<file path="src/rtl/pll_ctrl_pkg.sv">
// Shared types and constants for the PLL lock sequencer.
package pll_ctrl_pkg;

  localparam int STATE_W    = 3;
  localparam int LOSS_CNT_W = 8;

  typedef enum logic [STATE_W-1:0] {
    S_PLL_RST   = 3'd0,
    S_WAIT_LOCK = 3'd1,
    S_STABLE    = 3'd2,
    S_RUN       = 3'd3,
    S_FAIL      = 3'd4
  } state_e;

  function automatic int max3(input int a, input int b, input int c);
    int m;
    m = a;
    if (b > m) begin
      m = b;
    end else begin
      m = m;
    end
    if (c > m) begin
      m = c;
    end else begin
      m = m;
    end
    return m;
  endfunction

endpackage

</file>
<file path="src/rtl/pll_lock_ctrl_lock_sync.sv">
// Two-flop synchronizer for asynchronous status inputs; both stages clear on reset.
module lock_sync #(
  parameter int WIDTH = 1
) (
  input  logic             clk,
  input  logic             reset,
  input  logic [WIDTH-1:0] d,
  output logic [WIDTH-1:0] q
);

  logic [WIDTH-1:0] meta_q;
  logic [WIDTH-1:0] meta_d;
  logic [WIDTH-1:0] sync_q;
  logic [WIDTH-1:0] sync_d;

  always_comb begin
    meta_d = d;
    sync_d = meta_q;
  end

  always_ff @(posedge clk) begin
    if (reset) begin
      meta_q <= {WIDTH{1'b0}};
      sync_q <= {WIDTH{1'b0}};
    end else begin
      meta_q <= meta_d;
      sync_q <= sync_d;
    end
  end

  assign q = sync_q;

endmodule

</file>
<file path="src/rtl/pll_lock_ctrl.sv">
// PLL reset/lock sequencer: holds PLL reset, waits for and qualifies lock, releases sys_reset.
// Optional lock-loss counter output enabled by defining PLL_LOSS_CNT_EN.
module pll_lock_ctrl
  import pll_ctrl_pkg::*;
#(
  parameter int RST_CYCLES    = 64,
  parameter int LOCK_TIMEOUT  = 65536,
  parameter int STABLE_CYCLES = 1024,
  parameter int MAX_RETRY     = 4
) (
  input  logic                  clkin,
  input  logic                  reset,
  input  logic                  pll_lock,
  input  logic                  restart_req,
  output logic                  pll_reset,
  output logic                  sys_reset,
  output logic                  ready,
  output logic                  fail,
`ifdef PLL_LOSS_CNT_EN
  output logic [LOSS_CNT_W-1:0] loss_cnt,
`endif
  output logic [STATE_W-1:0]    state_o
);

  localparam int CNT_W   = $clog2(max3(RST_CYCLES, LOCK_TIMEOUT, STABLE_CYCLES)) + 1;
  localparam int RETRY_W = $clog2(MAX_RETRY + 1);

  localparam logic [CNT_W-1:0]   RST_LAST     = CNT_W'(RST_CYCLES - 1);
  localparam logic [CNT_W-1:0]   TIMEOUT_LAST = CNT_W'(LOCK_TIMEOUT - 1);
  localparam logic [CNT_W-1:0]   STABLE_LAST  = CNT_W'(STABLE_CYCLES - 1);
  localparam logic [RETRY_W-1:0] RETRY_LIMIT  = RETRY_W'(MAX_RETRY);

  logic               lock_s;
  state_e             state_q, state_d;
  logic [CNT_W-1:0]   cnt_q, cnt_d;
  logic [RETRY_W-1:0] retry_q, retry_d;
  logic [RETRY_W-1:0] retry_inc_s;
  logic               pll_reset_q, pll_reset_d;
  logic               sys_reset_q, sys_reset_d;
  logic               ready_q, ready_d;
  logic               fail_q, fail_d;

  lock_sync #(.WIDTH(1)) u_lock_sync (
    .clk   (clkin),
    .reset (reset),
    .d     (pll_lock),
    .q     (lock_s)
  );

  // State, counters and registered outputs.
  always_ff @(posedge clkin) begin
    if (reset) begin
      state_q     <= S_PLL_RST;
      cnt_q       <= {CNT_W{1'b0}};
      retry_q     <= {RETRY_W{1'b0}};
      pll_reset_q <= 1'b1;
      sys_reset_q <= 1'b1;
      ready_q     <= 1'b0;
      fail_q      <= 1'b0;
    end else begin
      state_q     <= state_d;
      cnt_q       <= cnt_d;
      retry_q     <= retry_d;
      pll_reset_q <= pll_reset_d;
      sys_reset_q <= sys_reset_d;
      ready_q     <= ready_d;
      fail_q      <= fail_d;
    end
  end

  // Next state; restart_req overrides every other transition.
  always_comb begin
    state_d     = state_q;
    cnt_d       = cnt_q;
    retry_d     = retry_q;
    retry_inc_s = retry_q + RETRY_W'(1);
    if (restart_req) begin
      state_d = S_PLL_RST;
      cnt_d   = {CNT_W{1'b0}};
      retry_d = {RETRY_W{1'b0}};
    end else begin
      case (state_q)
        S_PLL_RST: begin
          if (cnt_q == RST_LAST) begin
            state_d = S_WAIT_LOCK;
            cnt_d   = {CNT_W{1'b0}};
          end else begin
            cnt_d = cnt_q + CNT_W'(1);
          end
        end
        S_WAIT_LOCK: begin
          if (lock_s) begin
            state_d = S_STABLE;
            cnt_d   = {CNT_W{1'b0}};
          end else if (cnt_q == TIMEOUT_LAST) begin
            retry_d = retry_inc_s;
            cnt_d   = {CNT_W{1'b0}};
            if (retry_inc_s == RETRY_LIMIT) begin
              state_d = S_FAIL;
            end else begin
              state_d = S_PLL_RST;
            end
          end else begin
            cnt_d = cnt_q + CNT_W'(1);
          end
        end
        S_STABLE: begin
          // A dropout restarts qualification but is not a timeout, so retry is kept.
          if (!lock_s) begin
            state_d = S_WAIT_LOCK;
            cnt_d   = {CNT_W{1'b0}};
          end else if (cnt_q == STABLE_LAST) begin
            state_d = S_RUN;
            cnt_d   = {CNT_W{1'b0}};
            retry_d = {RETRY_W{1'b0}};
          end else begin
            cnt_d = cnt_q + CNT_W'(1);
          end
        end
        S_RUN: begin
          if (!lock_s) begin
            state_d = S_PLL_RST;
            cnt_d   = {CNT_W{1'b0}};
          end else begin
            state_d = S_RUN;
          end
        end
        S_FAIL: begin
          state_d = S_FAIL;
        end
        default: begin
          state_d = S_PLL_RST;
          cnt_d   = {CNT_W{1'b0}};
          retry_d = {RETRY_W{1'b0}};
        end
      endcase
    end
  end

  // Outputs decoded from the next state so they flip on the transition edge.
  always_comb begin
    pll_reset_d = 1'b1;
    sys_reset_d = 1'b1;
    ready_d     = 1'b0;
    fail_d      = 1'b0;
    case (state_d)
      S_PLL_RST: begin
        pll_reset_d = 1'b1;
        sys_reset_d = 1'b1;
      end
      S_WAIT_LOCK, S_STABLE: begin
        pll_reset_d = 1'b0;
        sys_reset_d = 1'b1;
      end
      S_RUN: begin
        pll_reset_d = 1'b0;
        sys_reset_d = 1'b0;
        ready_d     = 1'b1;
      end
      S_FAIL: begin
        pll_reset_d = 1'b1;
        sys_reset_d = 1'b1;
        fail_d      = 1'b1;
      end
      default: begin
        pll_reset_d = 1'b1;
        sys_reset_d = 1'b1;
      end
    endcase
  end

`ifdef PLL_LOSS_CNT_EN
  logic [LOSS_CNT_W-1:0] loss_cnt_q, loss_cnt_d;

  // Count only lock-loss exits from S_RUN; restart_req exits are excluded.
  always_comb begin
    loss_cnt_d = loss_cnt_q;
    if (!restart_req && (state_q == S_RUN) && !lock_s &&
        (loss_cnt_q != {LOSS_CNT_W{1'b1}})) begin
      loss_cnt_d = loss_cnt_q + LOSS_CNT_W'(1);
    end else begin
      loss_cnt_d = loss_cnt_q;
    end
  end

  always_ff @(posedge clkin) begin
    if (reset) begin
      loss_cnt_q <= {LOSS_CNT_W{1'b0}};
    end else begin
      loss_cnt_q <= loss_cnt_d;
    end
  end

  assign loss_cnt = loss_cnt_q;
`endif

  assign pll_reset = pll_reset_q;
  assign sys_reset = sys_reset_q;
  assign ready     = ready_q;
  assign fail      = fail_q;
  assign state_o   = state_q;

endmodule

</file>
<file path="config.mk">
export PLATFORM = sky130hd
export DESIGN_NAME = pll_lock_ctrl
export DESIGN_NICKNAME = d
export VERILOG_FILES = /design/src/rtl/pll_ctrl_pkg.sv /design/src/rtl/pll_lock_ctrl_lock_sync.sv /design/src/rtl/pll_lock_ctrl.sv
export SDC_FILE = /design/constraint.sdc
export NUM_CORES = 1
export LEC_CHECK = 0
export CORE_MARGIN = 2
export CORE_UTILIZATION = 30
export CTS_CLUSTER_DIAMETER = 30
export DETAILED_ROUTE_END_ITERATION = 8
export GPL_TIMING_DRIVEN = 0
export HOLD_SLACK_MARGIN = 0.15
export PLACE_DENSITY = 0.53
export SYNTH_ARGS = -nofsm -noshare
export SYNTH_HDL_FRONTEND = slang
export SYNTH_SLANG_ARGS = --single-unit
</file>
<file path="constraint.sdc">
create_clock -name clkin -period 2.5 [get_ports clkin]
set_input_delay 0.625 -clock clkin [delete_from_list [all_inputs] [get_ports clkin]]
set_output_delay 0.625 -clock clkin [all_outputs]
set_load 0.05 [all_outputs]
</file>
# --- Word level (Yosys, flattened, before mapping) ---
# Cells that the tools add are included.
totals:
  in_bits: 4
  ff_bits: 29
  elab_cells: 61
  out_inout_bits: 7
classes:
  reduce_logical: 6
  n_eq_ne: 17
  n_mux: 25
  bitwise_logic: 2
  addsub: 2
ops:
  columns: ["operator", "n"]
  rows:
  - ["17-bit two-way mux", 6]
  - ["17-bit one-hot mux with 5 select lines", 1]
  - ["3-bit two-way mux", 11]
  - ["17-bit by 1-bit adder with 17-bit output, second input constant", 1]
  - ["17-bit by 10-bit == test with 1-bit output, second input constant", 1]
  - ["17-bit by 16-bit == test with 1-bit output, second input constant", 1]
  - ["17-bit by 6-bit == test with 1-bit output, second input constant", 1]
  - ["3-bit one-hot mux with 5 select lines", 1]
  - ["3-bit by 2-bit == test with 1-bit output, second input constant", 4]
  - ["3-bit == test, second input constant", 3]
  - ["3-bit one-hot mux with 3 select lines", 1]
  - ["2-bit != test, second input constant", 4]
  - ["3-bit by 1-bit == test with 1-bit output, second input constant", 2]
  - ["3-bit OR reduction", 2]
  - ["5-bit AND reduction", 1]
  - ["1-bit two-way mux", 4]
  - ["3-bit by 1-bit adder with 3-bit output, second input constant", 1]
  - ["3-bit zero test", 1]
  - ["2-bit two-way mux", 1]
  - ["2-bit by 1-bit != test with 1-bit output, second input constant", 1]
  - ["1-bit NOT", 2]
  - ["2-bit AND reduction", 1]
  - ["2-bit OR reduction", 1]

# --- Depth between registers and ports, before layout ---
depth:
  word_depth: 10
  depth_mapped: 11
  mapped_depth_nobuf: 10

# --- Hierarchy ---
# A second synthesis with hierarchy kept.
hier_totals:
  hier_cells: 168
  hier_area_um2: 1545.2
by_module_without_submodules:
  columns: ["module", "instances", "seq_area_each_um2", "area_each_um2", "cells_each"]
  rows:
  - ["pll_lock_ctrl", 1, 540.5, 1492.7, 164]
  - ["lock_sync", 1, 40.0, 52.6, 4]

# --- Worst setup path before layout ---
# Ideal clock, no wire load.
synth_path:
  kind: "register to register"
  from: "reg cnt_q[6]"
  to: "reg ready_q (netlist: ready)"
  slack_ns: 0.351
  t_arrival_ns: 2.034
  path_stages_with_launch: 12
  path_buffers: 1
  setup_ns: 0.115
  cell_sequence: "dfxtp_1 -> buf_6 -> and4_2 -> nand4_1 -> nor2_1 -> and4_1 -> ha_1 -> a31oi_1 -> a211oi_1 -> nor2_1 -> and2_1 -> and2_1"
synth_via:
  elab_chain_cells: 7
  elab_cells_between_ends: 12
synth_rtl:
  columns: ["item", "line_no", "rtl"]
  rows:
  - ["start: declaration", "pll_lock_ctrl.sv:35", "logic [CNT_W-1:0] cnt_q, cnt_d;"]
  - ["start signal: assignment", "pll_lock_ctrl.sv:54", "cnt_q <= {CNT_W{1'b0}};"]
  - ["start signal: assignment", "pll_lock_ctrl.sv:62", "cnt_q <= cnt_d;"]
  - ["17-bit by 10-bit == test with 1-bit output / 17-bit by 16-bit == test with 1-bit output (equally long branches)", "pll_lock_ctrl.sv:112, pll_lock_ctrl.sv:95", null]
  - ["3-bit two-way mux (on tied branches)", "pll_lock_ctrl.sv:112, pll_lock_ctrl.sv:95", null]
  - ["3-bit two-way mux (on tied branches)", "pll_lock_ctrl.sv:109, pll_lock_ctrl.sv:92", null]
  - ["3-bit one-hot mux with 5 select lines (*)", "pll_lock_ctrl.sv:82", "case (state_q)"]
  - ["3-bit two-way mux (*)", "pll_lock_ctrl.sv:77", "if (restart_req) begin"]
  - ["3-bit by 2-bit == test with 1-bit output (*)", "pll_lock_ctrl.sv:146", "case (state_d)"]
  - ["1-bit two-way mux (*)", "pll_lock_ctrl.sv:146", null]
  - ["end signal: assignment", "pll_lock_ctrl.sv:66", "ready_q <= ready_d;"]
  - ["end: declaration", "pll_lock_ctrl.sv:40", "logic ready_q, ready_d;"]
# Every way passes the cells marked *; elsewhere a longest branch is shown, timed or not.
# A chain may end at the register's enable or synchronous reset.

# --- Worst setup path after layout ---
layout_path:
  from: "reg cnt_q[8]"
  to: "reg ready_q (netlist: ready)"
# The elaborated chain is that of the path after synthesis.

==> results.md <==
* Status: complete, no violations
* CTS Sinks at 29
* Final Instance Area at about 0.0019 sq mm
* Chip height at 76.3 microns
* Diodes inserted at 0
* CTS Root Cell: clkbuf_8
* Vias in the first global route at ~1200
* Mapped Area at between 0.0015 and 0.002 sq mm
* Pre-antenna DRT Iters at 4
* Die width at 76.3 microns
* Share of flip-flops with an asynchronous set or reset at 0%
* Post-synthesis sequential area ratio at between 30% and 40%
* Die ar. at 0.00582 sq mm
* Largest net degree at the start of global routing at 11
* Synth cell types at 49
* Leakage at about 0.62 nW
* Total core area at 0.00507 sq mm
* Synth top area cells: dfxtp_1 (37%), nor2_1 (5.5%), ha_1 (4.0%)
* CTS tree: built
* P per Cell Area at 461 mW/mm^2
* Drt total wl at around 3100 microns
* Crit share post-route at 92.2%
* Crit Path Max Fanout at 5
* Clock Latency Late Sink at between 0.2 and 0.3 ns
* Final Critical Period at 2.30 ns
* Post-Synthesis Mean Instance Area at between 8 and 9 sq um
* Setup CP Type: reg -> reg
* Clock slew at reported path FFs at 0.07 ns
* Share of the synthesized area in the top cell type at 37.0%
* Detailed Place HPWL at 2310 microns
* TritonCTS buffer count at 5
* Layout Skew at about 0.006 ns
* Synth-to-layout area growth at 19.7%
* Worst vdd ir at around 270 uV
* Max frequency at 434 MHz
* Final net count at around 200
* Worst-Margin Slew at roughly 0.6 ns
* Number of DRC markers in iteration 0 at 83
* Yosys reg bits at 29
* First-pass GRT wire length at ~5400 microns
* H-tree depth at 2
* Buffers on Ports at 10
* Post-synth EDFFs at 0
* Max transition margin at between 50% and 60%
* DR vias at 1256
* Final setup viols at 0
* Starting Density at 30.9%
* Hold slack at about 0.44 ns
* Min-delay worst type: reg -> reg
* Wire per inst at about 12 microns
* Site Rows at 26
* Gate Count Post-Synth at ~180
* Via density at roughly 4.7
* Area of placed instances at 0.00176 sq mm
* Max-slew violation count at 0
* Overflow after GRT at 0
* Area leader, netlist: dfxtp_1
* Mapped Nets at about 180
* Critical path arrival at about 2.5 ns
* All-Layer GR Usage at a little under an eighth
* Antenna viol nets, final at 0
* Layout cells sized above 1 at 18.5%
* Syn. warnings at 0
* Nature of the critical path startpoint: flop
* GPL Wtd Cong at 0.737
* DRC Markers at 0
* Initial antenna violation count at 0
* Main synth FF type: dfxtp_1
* CTS max path bufs at 2
* CP Capture Type: flop
* Final hold viol count at 0
* Max-cap violations at 0
* WP data required at ~2.7 ns
* Top-Level Pins at 11
## critical path, cell delays in order, from the launching register on
cell and delay (ns):
dfxtp_1 0.40, and4_2 0.28, nand4_1 0.17, nor2_2 0.17, and4_1 0.23, ha_1 0.22
a31oi_1 0.13, a211oi_2 0.20, nor2_1 0.07, and2_1 0.17, and2_1 0.15
## flip-flops by register name, indices dropped and copies added, names as in the netlist
register and cells:
pll_reset 1, retry_q 3, u_lock_sync.meta_q 1, u_lock_sync.q 1
ready 1, state_o 3, cnt_q 17, sys_reset 1
fail 1
## cell usage in the layout (no fill, tap or decap), types with 2 or more instances in the layout
master / count
a21oi_1: 10
a31oi_1: 2
and2_1: 2
and4_1: 2
buf_4: 2
buf_6: 5
clkbuf_1: 2
clkbuf_8: 5
clkdlybuf4s50_1: 10
clkinv_2: 2
dfxtp_1: 28
ha_1: 5
inv_1: 7
mux2i_1: 2
nand2_1: 16
nand3_1: 6
nand4_1: 7
nor2_1: 22
nor2b_1: 6
nor3_1: 5
nor3b_1: 2
o21ai_0: 4
or2_2: 2
xnor2_1: 6
xor2_1: 4
## layer usage
| metal | wire length, microns | GRT usage, % |
|---|---|---|
| met1 | 1620 | 15.4 |
| met2 | 1370 | 17.5 |
| met3 | 100 | 3.67 |
| met4 | 39 | 4.36 |
| met5 | 0 | 0 |
## cell usage after synthesis (2+ instances only)
| cell type | instances |
|---|---|
| mux2i_1 | 2 |
| o21ai_0 | 4 |
| ha_1 | 5 |
| and2_1 | 2 |
| inv_1 | 7 |
| buf_6 | 5 |
| nand2_1 | 16 |
| nor3_1 | 5 |
| and4_1 | 2 |
| nand3_1 | 6 |
| xnor2_1 | 6 |
| a21oi_1 | 10 |
| nor2b_1 | 6 |
| or2_2 | 2 |
| a31oi_1 | 2 |
| nand2b_1 | 2 |
| nor3b_1 | 2 |
| xor2_1 | 4 |
| nor2_1 | 23 |
| dfxtp_1 | 29 |
| nand4_1 | 7 |
## kinds of logic (layout without fill, tap and decap cells)
group / count (synthesis) / after routing / share of synthesized area, %
and+or+nand+nor: 86 / 86 / 31.3
AOI/OAI and AO/OA: 30 / 30 / 15.3
DFF: 29 / 29 / 37.0
buffers and inverters: 13 / 33 / 5.50
xor gates and xnor gates: 10 / 10 / 5.58
adders and majority gates: 5 / 5 / 3.99
muxes: 2 / 2 / 1.28
## power by group
| part | internal, W | switching [W] |
|---|---|---|
| sequential | 0.000465 | 0.00000307 |
| clock | 0.000192 | 0.000177 |
| combinational | 0.0000124 | 0.0000149 |
| total | 0.000670 | 0.000195 |
## worst paths after layout
check                     startpoint       endpoint  slack, ns  depth (start not counted)
setup / recovery            cnt_q[8]          ready       0.20                         10
hold / removal    u_lock_sync.meta_q  u_lock_sync.q       0.44                          1
setup reg to reg            cnt_q[8]          ready       0.20                         10
hold reg to reg   u_lock_sync.meta_q  u_lock_sync.q       0.44                          1
## per-stage QoR
stage / std cells / worst slack, ns / power, W / util [%] / setup TNS, ns
2_1_floorplan: 175 / 0.351 / 0.000494 / - / 0
5_1_grt: 265 / -0.00434 / 0.000909 / 37.0 / -0.0128
4_1_cts: 263 / 0.0156 / 0.000881 / 36.3 / 0
3_3_place_gp: 255 / -0.0120 / 0.000506 / 34.6 / -0.0120
3_5_place_dp: 255 / -0.0261 / 0.000505 / 34.6 / -0.0261
6_report: 265 / 0.195 / 0.000865 / 37.0 / 0
## cell type report
class,instances,area [sq um]
plain buffers,6,60.1
well taps,70,87.6
flip-flops and latches,29,582
clock buffers,6,72.6
clock inverters,2,10.0
inverters,7,26.3
fillers,566,3200
multi-input cells,133,925
repair buffers,12,115
## repair_timing
action / 4_1_cts / 5_1_grt
pin swaps: 0 / 2
hold buffers: 0 / 0
buffers inserted: 0 / 2
endpoints found under the setup margin: 1 / 21
resized for setup: 1 / 4
(Power assumes the default switching activity.)
